[src/rtl/sata_cmd_arb_if.sv]
// Bundle of per-channel command/response handshakes and the transport
// layer host port shared by all channels. The arbiter sits on the slave
// modport; host engines and the transport model sit on the master side.
interface sata_cmd_arb_if #(
    parameter int NUM_CH = 4,
    parameter int ADDR_W = 5,
    parameter int DATA_W = 32
);
    // channel command side
    logic [NUM_CH-1:0]        ch_wr_valid;
    logic [NUM_CH*ADDR_W-1:0] ch_wr_addr;
    logic [NUM_CH*DATA_W-1:0] ch_wr_data;
    logic [NUM_CH-1:0]        ch_wr_last;
    logic [NUM_CH-1:0]        ch_wr_ready;
    // channel response side
    logic [NUM_CH-1:0]        rsp_valid;
    logic [NUM_CH-1:0]        rsp_ready;
    logic [DATA_W-1:0]        rsp_status;
    logic [1:0]               rsp_code;
    // transport host port
    logic                     host_write_en;
    logic                     host_read_en;
    logic [ADDR_W-1:0]        host_addr_reg;
    logic [DATA_W-1:0]        host_data_in;
    logic [DATA_W-1:0]        host_data_out;
    logic                     write_hold_u;
    logic                     cmd_done;
    logic                     ipf;
    logic                     r_err;
    logic                     illegal_state;
    logic                     linkup;

    modport slave (
        input  ch_wr_valid, ch_wr_addr, ch_wr_data, ch_wr_last, rsp_ready,
        input  host_data_out, write_hold_u, cmd_done, ipf, r_err,
        input  illegal_state, linkup,
        output ch_wr_ready, rsp_valid, rsp_status, rsp_code,
        output host_write_en, host_read_en, host_addr_reg, host_data_in
    );

    modport master (
        output ch_wr_valid, ch_wr_addr, ch_wr_data, ch_wr_last, rsp_ready,
        output host_data_out, write_hold_u, cmd_done, ipf, r_err,
        output illegal_state, linkup,
        input  ch_wr_ready, rsp_valid, rsp_status, rsp_code,
        input  host_write_en, host_read_en, host_addr_reg, host_data_in
    );
endinterface

[src/rtl/sata_cmd_arb.sv]
// Round-robin N-channel command arbiter in front of one SATA transport
// host port. Serialises one channel's shadow-register writes, waits for
// completion/error/timeout, reads the status register back and returns a
// per-channel response. Link loss aborts the command with code 3.
module sata_cmd_arb #(
    parameter int                NUM_CH         = 4,
    parameter int                ADDR_W         = 5,
    parameter int                DATA_W         = 32,
    parameter logic [ADDR_W-1:0] STATUS_ADDR    = 5'h07,
    parameter logic [31:0]       TIMEOUT_CYCLES = 32'd1000000
) (
    input logic           clk,
    input logic           reset,
    sata_cmd_arb_if.slave bus
);
    localparam int CH_W = $clog2(NUM_CH);

    localparam logic [1:0] CODE_OK   = 2'd0;
    localparam logic [1:0] CODE_DEV  = 2'd1;
    localparam logic [1:0] CODE_TMO  = 2'd2;
    localparam logic [1:0] CODE_LINK = 2'd3;

    // last timer value of the completion window; 32-bit unsigned so the
    // full 2^32-1 range is representable and the timer never wraps
    localparam logic [31:0] TMO_LAST = TIMEOUT_CYCLES - 32'd1;

    typedef enum logic [2:0] {
        S_IDLE, S_ISSUE, S_WAIT_DONE, S_READ_STAT, S_CAPTURE, S_RESP
    } state_t;

    state_t              state_q, state_d;
    logic [CH_W-1:0]     ptr_q, ptr_d;
    logic [CH_W-1:0]     grant_q, grant_d;
    logic [31:0]         timer_q, timer_d;
    logic                host_write_en_q, host_write_en_d;
    logic                host_read_en_q, host_read_en_d;
    logic [ADDR_W-1:0]   host_addr_q, host_addr_d;
    logic [DATA_W-1:0]   host_data_q, host_data_d;
    logic [DATA_W-1:0]   rsp_status_q, rsp_status_d;
    logic [1:0]          rsp_code_q, rsp_code_d;
    logic [NUM_CH-1:0]   rsp_valid_q, rsp_valid_d;
    logic [NUM_CH-1:0]   ch_wr_ready_s;
    logic                rr_hit_s;
    logic [CH_W-1:0]     rr_sel_s;
    logic [CH_W:0]       rr_sum_s;
    logic                link_lost_s;

    function automatic logic [NUM_CH-1:0] ch_onehot(input logic [CH_W-1:0] idx);
        logic [NUM_CH-1:0] v;
        v      = '0;
        v[idx] = 1'b1;
        return v;
    endfunction

    assign link_lost_s = ~bus.linkup &&
                         (state_q inside {S_ISSUE, S_WAIT_DONE, S_READ_STAT, S_CAPTURE});

    // Round-robin search: first valid channel at or above ptr, wrapping.
    always_comb begin
        rr_hit_s = 1'b0;
        rr_sel_s = '0;
        rr_sum_s = '0;
        for (int k = 0; k < NUM_CH; k++) begin
            rr_sum_s = {1'b0, ptr_q} + (CH_W+1)'(k);
            if (rr_sum_s >= (CH_W+1)'(NUM_CH)) begin
                rr_sum_s = rr_sum_s - (CH_W+1)'(NUM_CH);
            end else begin
                rr_sum_s = rr_sum_s;
            end
            if (!rr_hit_s && bus.ch_wr_valid[rr_sum_s[CH_W-1:0]]) begin
                rr_hit_s = 1'b1;
                rr_sel_s = rr_sum_s[CH_W-1:0];
            end else begin
                rr_hit_s = rr_hit_s;
                rr_sel_s = rr_sel_s;
            end
        end
    end

    // Next-state and output decode for the command sequencer.
    always_comb begin
        state_d         = state_q;
        ptr_d           = ptr_q;
        grant_d         = grant_q;
        timer_d         = timer_q;
        host_write_en_d = 1'b0;
        host_read_en_d  = 1'b0;
        host_addr_d     = host_addr_q;
        host_data_d     = host_data_q;
        rsp_status_d    = rsp_status_q;
        rsp_code_d      = rsp_code_q;
        rsp_valid_d     = '0;
        ch_wr_ready_s   = '0;
        if (link_lost_s) begin
            // abort: remaining writes stay unaccepted, report link loss
            state_d      = S_RESP;
            rsp_code_d   = CODE_LINK;
            rsp_status_d = '0;
            rsp_valid_d  = ch_onehot(grant_q);
        end else begin
            case (state_q)
                S_IDLE: begin
                    if (bus.linkup && rr_hit_s) begin
                        grant_d = rr_sel_s;
                        state_d = S_ISSUE;
                    end else begin
                        state_d = S_IDLE;
                    end
                end
                S_ISSUE: begin
                    // hold gates ready combinationally so a held cycle never
                    // accepts a write the transport cannot take
                    ch_wr_ready_s[grant_q] = ~bus.write_hold_u;
                    if (!bus.write_hold_u && bus.ch_wr_valid[grant_q]) begin
                        host_write_en_d = 1'b1;
                        host_addr_d     = bus.ch_wr_addr[int'(grant_q)*ADDR_W +: ADDR_W];
                        host_data_d     = bus.ch_wr_data[int'(grant_q)*DATA_W +: DATA_W];
                        if (bus.ch_wr_last[grant_q]) begin
                            state_d = S_WAIT_DONE;
                            timer_d = 32'd0;
                        end else begin
                            state_d = S_ISSUE;
                        end
                    end else begin
                        state_d = S_ISSUE;
                    end
                end
                S_WAIT_DONE: begin
                    // errors win over a simultaneous completion
                    if (bus.r_err || bus.illegal_state) begin
                        state_d        = S_READ_STAT;
                        rsp_code_d     = CODE_DEV;
                        host_read_en_d = 1'b1;
                        host_addr_d    = STATUS_ADDR;
                    end else if (bus.cmd_done || bus.ipf) begin
                        state_d        = S_READ_STAT;
                        rsp_code_d     = CODE_OK;
                        host_read_en_d = 1'b1;
                        host_addr_d    = STATUS_ADDR;
                    end else if (timer_q == TMO_LAST) begin
                        state_d        = S_READ_STAT;
                        rsp_code_d     = CODE_TMO;
                        host_read_en_d = 1'b1;
                        host_addr_d    = STATUS_ADDR;
                    end else if (timer_q != 32'hFFFF_FFFF) begin
                        timer_d = timer_q + 32'd1;
                    end else begin
                        timer_d = timer_q;
                    end
                end
                S_READ_STAT: begin
                    state_d = S_CAPTURE;
                end
                S_CAPTURE: begin
                    rsp_status_d = bus.host_data_out;
                    rsp_valid_d  = ch_onehot(grant_q);
                    state_d      = S_RESP;
                end
                S_RESP: begin
                    if (bus.rsp_ready[grant_q]) begin
                        state_d = S_IDLE;
                        if (grant_q == CH_W'(NUM_CH-1)) begin
                            ptr_d = '0;
                        end else begin
                            ptr_d = grant_q + CH_W'(1);
                        end
                    end else begin
                        rsp_valid_d = ch_onehot(grant_q);
                        state_d     = S_RESP;
                    end
                end
                default: begin
                    state_d = S_IDLE;
                end
            endcase
        end
    end

    // State and datapath registers with synchronous reset.
    always_ff @(posedge clk) begin
        if (reset) begin
            state_q         <= S_IDLE;
            ptr_q           <= '0;
            grant_q         <= '0;
            timer_q         <= 32'd0;
            host_write_en_q <= 1'b0;
            host_read_en_q  <= 1'b0;
            host_addr_q     <= '0;
            host_data_q     <= '0;
            rsp_status_q    <= '0;
            rsp_code_q      <= 2'd0;
            rsp_valid_q     <= '0;
        end else begin
            state_q         <= state_d;
            ptr_q           <= ptr_d;
            grant_q         <= grant_d;
            timer_q         <= timer_d;
            host_write_en_q <= host_write_en_d;
            host_read_en_q  <= host_read_en_d;
            host_addr_q     <= host_addr_d;
            host_data_q     <= host_data_d;
            rsp_status_q    <= rsp_status_d;
            rsp_code_q      <= rsp_code_d;
            rsp_valid_q     <= rsp_valid_d;
        end
    end

    assign bus.ch_wr_ready   = ch_wr_ready_s;
    assign bus.rsp_valid     = rsp_valid_q;
    assign bus.rsp_status    = rsp_status_q;
    assign bus.rsp_code      = rsp_code_q;
    assign bus.host_write_en = host_write_en_q;
    assign bus.host_read_en  = host_read_en_q;
    assign bus.host_addr_reg = host_addr_q;
    assign bus.host_data_in  = host_data_q;
endmodule

[src/flat_wrapper.sv]
// flat-port wrapper written by rule: the top's interface ports become plain ports
module sata_cmd_arb_flat 
#(
    parameter int                NUM_CH         = 4,
    parameter int                ADDR_W         = 5,
    parameter int                DATA_W         = 32,
    parameter logic [ADDR_W-1:0] STATUS_ADDR    = 5'h07,
    parameter logic [31:0]       TIMEOUT_CYCLES = 32'd1000000
)
  (clk, reset, bus_ch_wr_valid, bus_ch_wr_addr, bus_ch_wr_data, bus_ch_wr_last, bus_rsp_ready, bus_host_data_out, bus_write_hold_u, bus_cmd_done, bus_ipf, bus_r_err, bus_illegal_state, bus_linkup, bus_ch_wr_ready, bus_rsp_valid, bus_rsp_status, bus_rsp_code, bus_host_write_en, bus_host_read_en, bus_host_addr_reg, bus_host_data_in);
  sata_cmd_arb_if #(.NUM_CH(NUM_CH), .ADDR_W(ADDR_W), .DATA_W(DATA_W)) bus_i ();
  input logic clk;
  input logic reset;
  input wire logic [$bits(bus_i.ch_wr_valid)-1:0] bus_ch_wr_valid;
  input wire logic [$bits(bus_i.ch_wr_addr)-1:0] bus_ch_wr_addr;
  input wire logic [$bits(bus_i.ch_wr_data)-1:0] bus_ch_wr_data;
  input wire logic [$bits(bus_i.ch_wr_last)-1:0] bus_ch_wr_last;
  input wire logic [$bits(bus_i.rsp_ready)-1:0] bus_rsp_ready;
  input wire logic [$bits(bus_i.host_data_out)-1:0] bus_host_data_out;
  input wire logic [$bits(bus_i.write_hold_u)-1:0] bus_write_hold_u;
  input wire logic [$bits(bus_i.cmd_done)-1:0] bus_cmd_done;
  input wire logic [$bits(bus_i.ipf)-1:0] bus_ipf;
  input wire logic [$bits(bus_i.r_err)-1:0] bus_r_err;
  input wire logic [$bits(bus_i.illegal_state)-1:0] bus_illegal_state;
  input wire logic [$bits(bus_i.linkup)-1:0] bus_linkup;
  output wire logic [$bits(bus_i.ch_wr_ready)-1:0] bus_ch_wr_ready;
  output wire logic [$bits(bus_i.rsp_valid)-1:0] bus_rsp_valid;
  output wire logic [$bits(bus_i.rsp_status)-1:0] bus_rsp_status;
  output wire logic [$bits(bus_i.rsp_code)-1:0] bus_rsp_code;
  output wire logic [$bits(bus_i.host_write_en)-1:0] bus_host_write_en;
  output wire logic [$bits(bus_i.host_read_en)-1:0] bus_host_read_en;
  output wire logic [$bits(bus_i.host_addr_reg)-1:0] bus_host_addr_reg;
  output wire logic [$bits(bus_i.host_data_in)-1:0] bus_host_data_in;
  assign bus_i.ch_wr_valid = bus_ch_wr_valid;
  assign bus_i.ch_wr_addr = bus_ch_wr_addr;
  assign bus_i.ch_wr_data = bus_ch_wr_data;
  assign bus_i.ch_wr_last = bus_ch_wr_last;
  assign bus_i.rsp_ready = bus_rsp_ready;
  assign bus_i.host_data_out = bus_host_data_out;
  assign bus_i.write_hold_u = bus_write_hold_u;
  assign bus_i.cmd_done = bus_cmd_done;
  assign bus_i.ipf = bus_ipf;
  assign bus_i.r_err = bus_r_err;
  assign bus_i.illegal_state = bus_illegal_state;
  assign bus_i.linkup = bus_linkup;
  assign bus_ch_wr_ready = bus_i.ch_wr_ready;
  assign bus_rsp_valid = bus_i.rsp_valid;
  assign bus_rsp_status = bus_i.rsp_status;
  assign bus_rsp_code = bus_i.rsp_code;
  assign bus_host_write_en = bus_i.host_write_en;
  assign bus_host_read_en = bus_i.host_read_en;
  assign bus_host_addr_reg = bus_i.host_addr_reg;
  assign bus_host_data_in = bus_i.host_data_in;
  sata_cmd_arb #(.NUM_CH(NUM_CH), .ADDR_W(ADDR_W), .DATA_W(DATA_W), .STATUS_ADDR(STATUS_ADDR), .TIMEOUT_CYCLES(TIMEOUT_CYCLES)) u_core (.clk(clk), .reset(reset), .bus(bus_i));
endmodule
[config.mk]
export PLATFORM = sky130hd
export DESIGN_NAME = sata_cmd_arb_flat
export DESIGN_NICKNAME = d
export VERILOG_FILES = /design/src/rtl/sata_cmd_arb_if.sv /design/src/rtl/sata_cmd_arb.sv /design/src/flat_wrapper.sv
export SDC_FILE = /design/constraint.sdc
export NUM_CORES = 1
export LEC_CHECK = 0
export BUFFER_PORTS_ARGS = -buffer_cell sky130_fd_sc_hd__buf_2
export CORE_MARGIN = 2
export CORE_UTILIZATION = 30
export CTS_CLUSTER_SIZE = 14
export DETAILED_ROUTE_END_ITERATION = 16
export SYNTH_ARGS = -nofsm -noshare
export SYNTH_HDL_FRONTEND = slang
export SYNTH_SLANG_ARGS = --single-unit
[constraint.sdc]
create_clock -name clk -period 3.3 [get_ports clk]
set_input_delay 0.33 -clock clk [delete_from_list [all_inputs] [get_ports clk]]
set_output_delay 0.33 -clock clk [all_outputs]
set_load 0.05 [all_outputs]
==> out/qor.txt <==
Setup Fix Bufs, Post-CTS = 0
maximum ir drop on the vdd rail = 0.000313 V
Least-Margin Pin Slew = 0.893 ns
Root Buffer = clkbuf_16
Pwr per Cell Area = 527 nW/um^2
post-DR wirelength/cell = 16.4 um
worst skew pair latency = 0.41 ns
Final setup violation count = 0
Leak = 3.39 nW
FF+latch count, synth = 116
Setup crit end kind = flip-flop
Slew Viols, Final = 0
clk_skew = 0.0117 ns
total track usage = 18.7%
GPL Wtd Cong = 0.831
register area share after synthesis = 39.1%
Total Power = 4.32 mW
cts hold-fix bufs = 0
Cell Chain, Critical Path = or3b_1 -> or2_1 -> o21a_1 -> buf_4 -> or4_1 -> nand2_1
Crit Path Max Fanout = 22
pin count of the biggest net entering global routing = 44
normalized max-slew margin = 39.7%
Initial Util = 30.5%
Register Area = 2320 um^2
fin nets = 1141
die area = 20900 um^2
CP max-delay cell = dfxtp_1
die height = 145 um
Crit path required time = 3.65 ns
hold slack = 0.149 ns
Synth Cell Area = 5940 um^2
1st-iter DRT viols = 253
first-pass GRT wire length = 30300 um
clk buf depth = 2
status = completed
htree depth = 4
initial antenna violation count = 2
CTS Sinks = 116
Rows = 51
Die X = 145 um
post-synth cell types = 52
setup TNS after final layout = 0 ns
most common cell after layout, fill and taps aside = buf_2
type of origin of the critical path = flip-flop
WP data arrival = 2.94 ns
Gates resized, CTS repair = 0
post-DP HPWL = 15000 um
TritonCTS buffer count = 17
Mapped Avg Cell Area = 8.85 um^2
EDFF count, synth = 0
area grow syn2layout = 38.1%
unrepaired setup endpoints after global routing = false
max incr delay on CP = 0.53 ns
Ys Warns = 0
Max-Cap Viols = 0
DRT Wirelength = 19900 um
Reg clk slew, reported paths = 0.06 ns
Peak Freq = 387 MHz
final worst-path cycle share = 78.4%
DR vias = 6143
I/O Pins = 281
Post-Syn Instances = 671
Fill cells = 1995
hold violation total from the final report = 0
vias in the first global route = 5832
DRC violations left = 0
Primary FF master, synth = dfxtp_1
most frequent cells in the layout = buf_2 (280), nand2_1 (155), dfxtp_1 (114)
Remaining Overflow, GRT = 0
fraction of layout cells with a size suffix above 1 = 40.1%
CTS tree = done
Core Region = 19500 um^2
Hold Path Class = input port to flip-flop
ANT nets after route = 0
Post-synth ARST share = 0%
critical path type = flip-flop to flip-flop
IO buf count = 280
crit path time final = 2.59 ns
area of the multi-input gates = 3370 um^2
vias per cell = 5.05
Mapped Nets = 876
TritonRoute pass-1 iters = 5
per-stage QoR:
step           worst slack [ns]  instances  cell area (um^2)  utilization [%]
2_1_floorplan              1.13        671              5940                -
3_3_place_gp              0.664       1182              7580             38.9
3_5_place_dp              0.667       1182              7580             38.9
4_1_cts                   0.716       1214              8190             42.1
5_1_grt                   0.501       1217              8200             42.1
6_report                  0.713       1217              8200             42.1
synth_stat cells, types with 3 or more instances:
master	instances	share of area (%)
nand3_1	12	1.0
nand4_1	27	2.8
o22ai_1	3	0.32
nand2_1	155	9.8
dfxtp_1	116	39
buf_1	4	0.25
nor4_1	7	0.74
o211ai_1	5	0.63
mux4_2	40	15
clkbuf_1	34	2.1
and4_1	9	1.3
nor2_1	16	1.0
buf_2	10	0.84
and3_1	13	1.4
and2_1	8	0.84
or3_1	17	1.8
o221a_2	3	0.57
o41ai_1	3	0.44
a31oi_1	5	0.53
inv_1	6	0.38
o21a_1	5	0.63
nor3_1	5	0.42
a21oi_1	89	7.5
ha_1	5	1.1
buf_6	3	0.57
nor3b_1	4	0.51
or4_1	9	1.1
o21ai_0	23	1.9
logic make-up (layout without fill, tap and decap cells):
group	after synthesis	count (layout)	synth area share, %
AND/OR/NAND/NOR	302	302	25.8
AO/OA/AOI/OAI	148	148	14.2
flip-flops	116	116	39.1
buffers and inverters	57	335	4.19
multiplexers	43	43	15.7
adder cells (fa/ha/maj)	5	5	1.05
other	0	3	0
layout make-up:
cell class                      instances  area share (%)
Multi-Input combinational cell        498            41.1
Clock inverter                         14            2.14
Antenna cell                            3          0.0915
Timing Repair Buffer                  297            18.6
Tap cell                              265            4.04
Clock buffer                           18            5.35
Sequential cell                       116            28.3
Inverter                                6           0.275
power by group:
group | leakage (nW) | switching [mW] | internal [mW] | total [mW]
clock network | 0.305 | 0.705 | 1.22 | 1.92
logic | 2.14 | 0.560 | 0.317 | 0.878
registers | 0.938 | 0.0507 | 1.47 | 1.52
total | 3.39 | 1.32 | 3.00 | 4.32
final timing paths:
kind	start	endpoint	slack (ns)	depth (start not counted)
setup / recovery	u_core.state_q[1]	u_core.timer_q[18]	0.71	6
hold / removal	bus_host_data_out[22]	u_core.bus.rsp_status[22]	0.15	3
setup reg to reg	u_core.state_q[1]	u_core.timer_q[18]	0.71	6
hold reg to reg	u_core.bus.host_data_in[28]	u_core.bus.host_data_in[28]	0.45	2
routing by layer:
metal	wire [um]	vias up	global-route usage, %
li1	-	3016	-
met1	7780	2894	21.8
met4	297	0	5.31
met5	0	-	0
met3	986	23	4.05
met2	10900	210	34.6
critical path, delay by kind of cell (launching register included):
kind	cells	cell delay [ns]
compound gates	1	0.40
buf+inv	1	0.31
flops	1	0.53
simple gates	4	1.27
Note: power is estimated with default switching activity, not from simulation.
